**src/rtl/sid_pkg.sv**
```systemverilog
// sid_pkg: shared definitions for the time-multiplexed SID filter.
//   sid_filt_state_t : sequencer states, one per clock of a sample computation
//   FC_OFFSET .. FC_SHIFT : cutoff/resonance mapping and product scaling
//   sat()            : symmetric clamp of a 64-bit value to a given width
package sid_pkg;

    typedef enum logic [2:0] {
        IDLE,
        SUM,
        HIGH,
        BAND,
        LOW,
        MIX,
        OUT
    } sid_filt_state_t;

    localparam int FC_OFFSET = 64;
    localparam int RES_BASE  = 256;
    localparam int RES_STEP  = 10;
    localparam int RES_SHIFT = 8;
    localparam int FC_SHIFT  = 16;

    // Clamp to +/-(2^(w-1)-1). The negative limit is symmetric so that a
    // negated state never overflows.
    function automatic logic signed [63:0] sat(input logic signed [63:0] x, input int w);
        logic signed [63:0] lim;
        lim = (64'sd1 <<< (w - 1)) - 64'sd1;
        if (x > lim) begin
            return lim;
        end else if (x < -lim) begin
            return -lim;
        end
        return x;
    endfunction

endpackage

```
**src/rtl/sid_sat_mac.sv**
```systemverilog
// sid_sat_mac: single shared multiplier of the filter.
//   y = sat(acc +/- ((a * b) >>> SHIFT)), purely combinational.
// Ports:
//   acc          in  ACC_W+1 signed  accumulator term (one extra bit so the
//                                    high-pass input difference cannot wrap)
//   a, b         in  ACC_W signed    multiplicands
//   sub          in  1               1 subtracts the scaled product
//   fc_shift     in  1               1 scales by FC_SHIFT, 0 by RES_SHIFT
//   y            out ACC_W signed    saturated result
module sid_sat_mac
    import sid_pkg::*;
#(
    parameter int ACC_W = 24
) (
    input  logic signed [ACC_W:0]   acc,
    input  logic signed [ACC_W-1:0] a,
    input  logic signed [ACC_W-1:0] b,
    input  logic                    sub,
    input  logic                    fc_shift,
    output logic signed [ACC_W-1:0] y
);

    localparam int PROD_W = 2 * ACC_W;
    localparam int SUM_W  = PROD_W + 1;

    logic signed [PROD_W-1:0] prod;
    logic signed [PROD_W-1:0] scaled;
    logic signed [SUM_W-1:0]  sum;

    always_comb begin
        prod   = PROD_W'(a) * PROD_W'(b);
        scaled = fc_shift ? (prod >>> FC_SHIFT) : (prod >>> RES_SHIFT);
        sum    = sub ? (SUM_W'(acc) - SUM_W'(scaled)) : (SUM_W'(acc) + SUM_W'(scaled));
        y      = ACC_W'(sat(64'(sum), ACC_W));
    end

endmodule

```
**src/rtl/sid_filter_tdm.sv**
```systemverilog
// sid_filter_tdm: time-multiplexed SID state-variable filter and mixer.
// One clk_en strobe latches the inputs and runs SUM (one voice per clock),
// HIGH, BAND, LOW, MIX and OUT; audio_out updates NUM_VOICES+5 clocks later.
// Ports:
//   clk, n_reset                 clock, asynchronous active-low reset
//   clk_en                       sample strobe
//   v                            packed unsigned voices, voice i at [i*VOICE_W +: VOICE_W]
//   reg_fc, reg_res              cutoff and resonance registers
//   reg_en, reg_mute             per-voice filter routing and direct-path mute
//   reg_hp, reg_bp, reg_lp       filter outputs added to the mix
//   reg_vol                      master volume
//   audio_out, out_valid         output sample and its one-clock update pulse
//   busy, overrun                computation in flight; sticky strobe-while-busy
module sid_filter_tdm
    import sid_pkg::*;
#(
    parameter int NUM_VOICES = 3,
    parameter int VOICE_W    = 12,
    parameter int ACC_W      = 24,
    parameter int OUT_W      = 16
) (
    input  logic                          clk,
    input  logic                          n_reset,
    input  logic                          clk_en,
    input  logic [NUM_VOICES*VOICE_W-1:0] v,
    input  logic [10:0]                   reg_fc,
    input  logic [3:0]                    reg_res,
    input  logic [NUM_VOICES-1:0]         reg_en,
    input  logic [NUM_VOICES-1:0]         reg_mute,
    input  logic                          reg_hp,
    input  logic                          reg_bp,
    input  logic                          reg_lp,
    input  logic [3:0]                    reg_vol,
    output logic [OUT_W-1:0]              audio_out,
    output logic                          out_valid,
    output logic                          busy,
    output logic                          overrun
);

    localparam int IDX_W = (NUM_VOICES > 1) ? $clog2(NUM_VOICES) : 1;
    localparam int MIX_W = ACC_W + 3;
    localparam logic signed [MIX_W-1:0] MIX_MAX = (MIX_W'(1) <<< OUT_W) - MIX_W'(1);

    sid_filt_state_t state_q, state_d;
    logic [IDX_W-1:0]           idx_q, idx_d;
    logic signed [ACC_W-1:0]    filt_acc_q, filt_acc_d;
    logic signed [ACC_W-1:0]    dir_acc_q, dir_acc_d;
    logic signed [ACC_W-1:0]    low_q, low_d, band_q, band_d, high_q, high_d;
    logic [OUT_W-1:0]           mix_q, mix_d;
    logic [OUT_W-1:0]           audio_out_q, audio_out_d;
    logic                       out_valid_q, out_valid_d;
    logic                       busy_q, busy_d;
    logic                       overrun_q, overrun_d;

    // Inputs captured at the strobe; data only, so they carry no reset.
    logic [NUM_VOICES*VOICE_W-1:0] v_lat_q, v_lat_d;
    logic [NUM_VOICES-1:0]         en_lat_q, en_lat_d, mute_lat_q, mute_lat_d;
    logic [11:0]                   fc_lat_q, fc_lat_d;
    logic [8:0]                    res_lat_q, res_lat_d;
    logic                          hp_lat_q, hp_lat_d, bp_lat_q, bp_lat_d, lp_lat_q, lp_lat_d;
    logic [3:0]                    vol_lat_q, vol_lat_d;

    logic [VOICE_W-1:0]         voice;
    logic signed [ACC_W-1:0]    voice_s;
    logic signed [MIX_W-1:0]    mix_sum;
    logic signed [ACC_W:0]      mac_acc;
    logic signed [ACC_W-1:0]    mac_a, mac_b, mac_y;
    logic                       mac_sub, mac_fc_shift;

    sid_sat_mac #(.ACC_W(ACC_W)) u_mac (
        .acc      (mac_acc),
        .a        (mac_a),
        .b        (mac_b),
        .sub      (mac_sub),
        .fc_shift (mac_fc_shift),
        .y        (mac_y)
    );

    always_comb begin
        state_d      = state_q;
        idx_d        = idx_q;
        filt_acc_d   = filt_acc_q;
        dir_acc_d    = dir_acc_q;
        low_d        = low_q;
        band_d       = band_q;
        high_d       = high_q;
        mix_d        = mix_q;
        audio_out_d  = audio_out_q;
        out_valid_d  = 1'b0;
        busy_d       = busy_q;
        overrun_d    = overrun_q;
        v_lat_d      = v_lat_q;
        en_lat_d     = en_lat_q;
        mute_lat_d   = mute_lat_q;
        fc_lat_d     = fc_lat_q;
        res_lat_d    = res_lat_q;
        hp_lat_d     = hp_lat_q;
        bp_lat_d     = bp_lat_q;
        lp_lat_d     = lp_lat_q;
        vol_lat_d    = vol_lat_q;
        voice        = v_lat_q[idx_q*VOICE_W +: VOICE_W];
        voice_s      = ACC_W'(voice);
        mix_sum      = '0;
        mac_acc      = '0;
        mac_a        = '0;
        mac_b        = '0;
        mac_sub      = 1'b0;
        mac_fc_shift = 1'b0;

        // A strobe is only accepted in IDLE; any other one is flagged and dropped.
        if (clk_en && (state_q != IDLE)) begin
            overrun_d = 1'b1;
        end

        unique case (state_q)
            IDLE: begin
                if (clk_en) begin
                    v_lat_d    = v;
                    en_lat_d   = reg_en;
                    mute_lat_d = reg_mute;
                    fc_lat_d   = 12'(reg_fc) + 12'(FC_OFFSET);
                    res_lat_d  = 9'(RES_BASE) - 9'(RES_STEP) * 9'(reg_res);
                    hp_lat_d   = reg_hp;
                    bp_lat_d   = reg_bp;
                    lp_lat_d   = reg_lp;
                    vol_lat_d  = reg_vol;
                    filt_acc_d = '0;
                    dir_acc_d  = '0;
                    idx_d      = '0;
                    busy_d     = 1'b1;
                    state_d    = SUM;
                end
            end
            SUM: begin
                // Mute only applies to the direct path.
                if (en_lat_q[idx_q]) begin
                    filt_acc_d = filt_acc_q + voice_s;
                end else if (!mute_lat_q[idx_q]) begin
                    dir_acc_d = dir_acc_q + voice_s;
                end
                if (idx_q == IDX_W'(NUM_VOICES - 1)) begin
                    state_d = HIGH;
                end else begin
                    idx_d = idx_q + IDX_W'(1);
                end
            end
            HIGH: begin
                mac_acc = (ACC_W + 1)'(filt_acc_q) - (ACC_W + 1)'(low_q);
                mac_a   = band_q;
                mac_b   = ACC_W'(res_lat_q);
                mac_sub = 1'b1;
                high_d  = mac_y;
                state_d = BAND;
            end
            BAND: begin
                mac_acc      = (ACC_W + 1)'(band_q);
                mac_a        = high_q;
                mac_b        = ACC_W'(fc_lat_q);
                mac_fc_shift = 1'b1;
                band_d       = mac_y;
                state_d      = LOW;
            end
            LOW: begin
                mac_acc      = (ACC_W + 1)'(low_q);
                mac_a        = band_q;
                mac_b        = ACC_W'(fc_lat_q);
                mac_fc_shift = 1'b1;
                low_d        = mac_y;
                state_d      = MIX;
            end
            MIX: begin
                mix_sum = MIX_W'(dir_acc_q)
                        + (lp_lat_q ? MIX_W'(low_q)  : MIX_W'(0))
                        + (bp_lat_q ? MIX_W'(band_q) : MIX_W'(0))
                        + (hp_lat_q ? MIX_W'(high_q) : MIX_W'(0));
                if (mix_sum[MIX_W-1]) begin
                    mix_d = '0;
                end else if (mix_sum > MIX_MAX) begin
                    mix_d = '1;
                end else begin
                    mix_d = OUT_W'(mix_sum);
                end
                state_d = OUT;
            end
            OUT: begin
                audio_out_d = OUT_W'(((OUT_W + 4)'(mix_q) * (OUT_W + 4)'(vol_lat_q)) >> 4);
                out_valid_d = 1'b1;
                busy_d      = 1'b0;
                state_d     = IDLE;
            end
            default: state_d = IDLE;
        endcase
    end

    always_ff @(posedge clk or negedge n_reset) begin
        if (!n_reset) begin
            state_q     <= IDLE;
            idx_q       <= '0;
            filt_acc_q  <= '0;
            dir_acc_q   <= '0;
            low_q       <= '0;
            band_q      <= '0;
            high_q      <= '0;
            mix_q       <= '0;
            audio_out_q <= '0;
            out_valid_q <= 1'b0;
            busy_q      <= 1'b0;
            overrun_q   <= 1'b0;
        end else begin
            state_q     <= state_d;
            idx_q       <= idx_d;
            filt_acc_q  <= filt_acc_d;
            dir_acc_q   <= dir_acc_d;
            low_q       <= low_d;
            band_q      <= band_d;
            high_q      <= high_d;
            mix_q       <= mix_d;
            audio_out_q <= audio_out_d;
            out_valid_q <= out_valid_d;
            busy_q      <= busy_d;
            overrun_q   <= overrun_d;
        end
    end

    always_ff @(posedge clk) begin
        v_lat_q    <= v_lat_d;
        en_lat_q   <= en_lat_d;
        mute_lat_q <= mute_lat_d;
        fc_lat_q   <= fc_lat_d;
        res_lat_q  <= res_lat_d;
        hp_lat_q   <= hp_lat_d;
        bp_lat_q   <= bp_lat_d;
        lp_lat_q   <= lp_lat_d;
        vol_lat_q  <= vol_lat_d;
    end

    assign audio_out = audio_out_q;
    assign out_valid = out_valid_q;
    assign busy      = busy_q;
    assign overrun   = overrun_q;

endmodule

```
**config.mk**
```make
export PLATFORM = sky130hd
export DESIGN_NAME = sid_filter_tdm
export DESIGN_NICKNAME = d
export VERILOG_FILES = /design/src/rtl/sid_pkg.sv /design/src/rtl/sid_sat_mac.sv /design/src/rtl/sid_filter_tdm.sv
export SDC_FILE = /design/constraint.sdc
export NUM_CORES = 2
export LEC_CHECK = 0
export BUFFER_PORTS_ARGS = -buffer_cell sky130_fd_sc_hd__buf_4
export CORE_ASPECT_RATIO = 1.2
export CORE_UTILIZATION = 60
export CTS_CLUSTER_DIAMETER = 80
export CTS_CLUSTER_SIZE = 12
export DETAILED_ROUTE_END_ITERATION = 10
export GPL_TIMING_DRIVEN = 0
export PLACE_DENSITY_LB_ADDON = 0.15
export SLEW_MARGIN = 25
export SYNTH_ARGS = -nofsm -noshare
export SYNTH_HDL_FRONTEND = slang
export SYNTH_SLANG_ARGS = --single-unit
```
**constraint.sdc**
```tcl
create_clock -name clk -period 22.4 [get_ports clk]
set_input_delay 2.24 -clock clk [delete_from_list [all_inputs] [get_ports clk]]
set_output_delay 2.24 -clock clk [all_outputs]
set_load 0.02 [all_outputs]
```
==> metrics.json <==
{
  "die_w": {"value": 202, "unit": "microns"},
  "wl": {"value": 86800, "unit": "microns"},
  "max-slew-margin-rel": {"value": 24.4, "unit": "%"},
  "critPathMostFrequentCell": {"value": "sky130_fd_sc_hd__clkbuf_1"},
  "cp.required": {"value": 22.79, "unit": "ns"},
  "finClkSkew": {"value": 0.0209, "unit": "ns"},
  "synth_cell_types": {"value": 78},
  "initial_core_util": {"value": 60.8, "unit": "%"},
  "final.hold.worst_slack": {"value": 0.480, "unit": "ns"},
  "count_of_hold_buffers_inserted_by_post_cts_repair": {"value": 0},
  "worstSetupEndpointType": {"value": "flip-flop"},
  "synth_edf_count": {"value": 69},
  "detail_route.first_pass.iterations": {"value": 5},
  "grt_first_pass_wirelength": {"value": 135000, "unit": "microns"},
  "ant_nets": {"value": 0},
  "postCtsSetupRepairBufs": {"value": 0},
  "pin_count_of_the_biggest_net_entering_global_routing": {"value": 82},
  "cp_max_fo": {"value": 10},
  "synth_area_per_cell": {"value": 8.71, "unit": "sq um"},
  "synth_area": {"value": 28700, "unit": "sq um"},
  "utilization_after_layout": {"value": 65.5, "unit": "%"},
  "final_cell_mix": {"value": "465 x sky130_fd_sc_hd__inv_1, 388 x sky130_fd_sc_hd__nand2_1, 338 x sky130_fd_sc_hd__fa_1"},
  "place.gp.congestion": {"value": 1.02},
  "synthesis.nets": {"value": 3910},
  "cts_root_buffer": {"value": "sky130_fd_sc_hd__clkbuf_16"},
  "sequential_standard_cell_area": {"value": 6080, "unit": "sq um"},
  "i_o_buffers": {"value": 85},
  "clock.fmax": {"value": 63.7, "unit": "MHz"},
  "multiInputGateArea": {"value": 20400, "unit": "sq um"},
  "drt-wirelength-per-cell": {"value": 21.5, "unit": "microns"},
  "cp-start-kind": {"value": "flip-flop"},
  "critPathSlowestCell": {"value": "sky130_fd_sc_hd__o21ai_0"},
  "path_clk_slew": {"value": 0.07, "unit": "ns"},
  "synth_sequential_area_ratio": {"value": 21.2, "unit": "%"},
  "detailedRoute.firstIterationViolations": {"value": 1937},
  "cts_inserted_buffers": {"value": 24},
  "die-height": {"value": 241, "unit": "microns"},
  "mostFrequentLayoutCell": {"value": "sky130_fd_sc_hd__inv_1"},
  "cts.htree.levels": {"value": 1},
  "tritoncts": {"value": "built"},
  "rsz0062_at_grt": {"value": "false"},
  "hold_path.class": {"value": "reg2reg"},
  "synthFlopType": {"value": "sky130_fd_sc_hd__dfrtp_1"},
  "worst_ep_arrival_time": {"value": 16.09, "unit": "ns"},
  "syn-instance-count": {"value": 3293},
  "grt_pass1_vias": {"value": 24900},
  "cts_repair_resized_insts": {"value": 0},
  "synthToLayoutAreaGrowth": {"value": 7.68, "unit": "%"},
  "ioPinCount": {"value": 86},
  "gr-usage-all-layers": {"value": 36.2, "unit": "%"},
  "drc": {"value": 0},
  "nets": {"value": 4025},
  "status": {"value": "finished clean"},
  "place_hpwl": {"value": 72900, "unit": "microns"},
  "clk-insertion-delay-late": {"value": 0.57, "unit": "ns"},
  "core_area": {"value": 47100, "unit": "sq um"},
  "max_slew.worst_pin.slew": {"value": 1.12, "unit": "ns"},
  "maxSlewViolCount": {"value": 0},
  "cts-root-to-sink-buffers": {"value": 3},
  "fill_cells": {"value": 3989},
  "layout_min_cycle_time": {"value": 15.71, "unit": "ns"},
  "insertedDiodeCount": {"value": 0},
  "post-place-cells": {"value": 4005},
  "synth_seq_cells": {"value": 229},
  "number_of_antenna_violations_at_the_first_check_in_global_routing": {"value": 1},
  "dr_vias_cell": {"value": 6.06},
  "max_cap_violations": {"value": 0},
  "layout-drive-gt1-share": {"value": 4.77, "unit": "%"},
  "crit_path_max_incr_delay": {"value": 0.92, "unit": "ns"},
  "floorplan.rows": {"value": 87},
  "final_hold_viol_count": {"value": 0},
  "layoutNonFillerInstCount": {"value": 4043},
  "worstSetupPathType": {"value": "reg2reg"},
  "postSynth.asyncResetShare": {"value": 69.9, "unit": "%"},
  "cts.sinks": {"value": 229},
  "fin_tns_setup": {"value": 0, "unit": "ns"},
  "die_area": {"value": 48700, "unit": "sq um"},
  "yosysWarnings": {"value": 0},
  "dr_total_vias": {"value": 24500},
  "globalRoute.totalOverflow": {"value": 0},
  "layout_worst_path_cycle_share": {"value": 70.1, "unit": "%"},
  "timing.final.setup_violations": {"value": 0}
}
final cells by class:
type | instances | share of cell area [%]
well taps | 623 | 2.52
repair buffers | 89 | 2.31
multi-input cells | 2471 | 66.0
clock inverters | 4 | 0.182
clock buffers | 34 | 2.07
plain buffers | 127 | 1.61
flip-flops and latches | 229 | 19.7
inverters | 466 | 5.66
logic make-up (layout without fill, tap and decap cells):
| kind of cell | Yosys count | after routing | share of synthesized area [%] |
|---|---|---|---|
| xor+xnor | 170 | 170 | 5.26 |
| buf+inv | 593 | 720 | 7.82 |
| flops | 229 | 229 | 21.2 |
| simple gates | 1009 | 1009 | 15.9 |
| fa+ha+maj | 550 | 550 | 32.8 |
| compound gates | 708 | 708 | 15.8 |
| mux | 34 | 34 | 1.22 |
flip-flops by register name, indices dropped and copies added (netlist names), 2 cells and up:
register and cells:
v_lat_q 36, band_q 24, dir_acc_q 24, filt_acc_q 24, high_q 24, low_q 24, audio_out 16, mix_q 16
fc_lat_q 12, res_lat_q 8, vol_lat_q 4, en_lat_q 3, mute_lat_q 3, state_q 3, idx_q 2
metal layers:
metal  share of wire [%]  global-route usage [%]  wire length (microns)
met1                  40                    45.9                  34400
met2                  46                    59.5                  40300
met3                 7.0                    4.68                   6030
met4                 7.0                    22.2                   6040
met5                   0                       0                      0
per-stage QoR:
| step | area [sq um] | setup WS (ns) |
|---|---|---|
| floorplan | 28700 | 11.03 |
| global placement | 30100 | 7.42 |
| detailed placement | 30200 | 7.26 |
| CTS | 30900 | 7.23 |
| global route | 30900 | 6.11 |
| finish | 30900 | 6.69 |
worst max-delay path: cells and delay by family, from the launching register on:
family,cells,cell delay [ns]
compound gates,14,4.28
simple gates,12,3.31
buf+inv,10,3.27
fa+ha+maj,7,3.16
xor+xnor,3,0.70
flops,1,0.43
mux,1,0.36
synth_stat cells, drive strengths merged (9+ instances only):
master,number,share of area [%]
o211ai,32,0.84
nand3,44,0.77
nand2,388,5.1
o31ai,15,0.41
mux2i,27,0.94
nor3,33,0.58
a21oi,178,3.1
clkbuf,108,1.4
nor2,303,4.0
buf,19,0.31
a22oi,66,1.8
or2,11,0.24
edfxtp,69,7.2
nor4,9,0.20
o22ai,9,0.20
or3,24,0.52
o21ai,175,3.1
dfrtp,160,14
xnor2,112,3.5
and2,99,2.2
nand2b,22,0.48
xor2,58,1.8
a22o,27,0.82
inv,465,6.1
a211oi,15,0.39
a31oi,25,0.57
nand4,20,0.44
ha,212,9.2
fa,338,24
and3,15,0.33
nor2b,16,0.35
o21a,18,0.47
a21o,50,1.3
o21bai,43,1.1
final timing paths:
path	from	slack [ns]	to	cells past startpoint
worst max-delay path	state_q[2]$_DFFE_PN0P_	6.69	band_q[5]$_DFFE_PN0N_	47
worst min-delay path	audio_out[5]$_DFFE_PN0P_	0.48	audio_out[5]$_DFFE_PN0P_	2
worst max register to register	state_q[2]$_DFFE_PN0P_	6.69	band_q[5]$_DFFE_PN0N_	47
worst min register to register	audio_out[5]$_DFFE_PN0P_	0.48	audio_out[5]$_DFFE_PN0P_	2
max in group asynchronous	n_reset	19.87	dir_acc_q[18]$_DFFE_PN0P_	2
min in group asynchronous	n_reset	1.67	filt_acc_q[6]$_DFFE_PN0P_	1
Power is left out: the tool's default activity adds up to more than one toggle a clock period on the data nets, which glitch-free logic cannot reach.
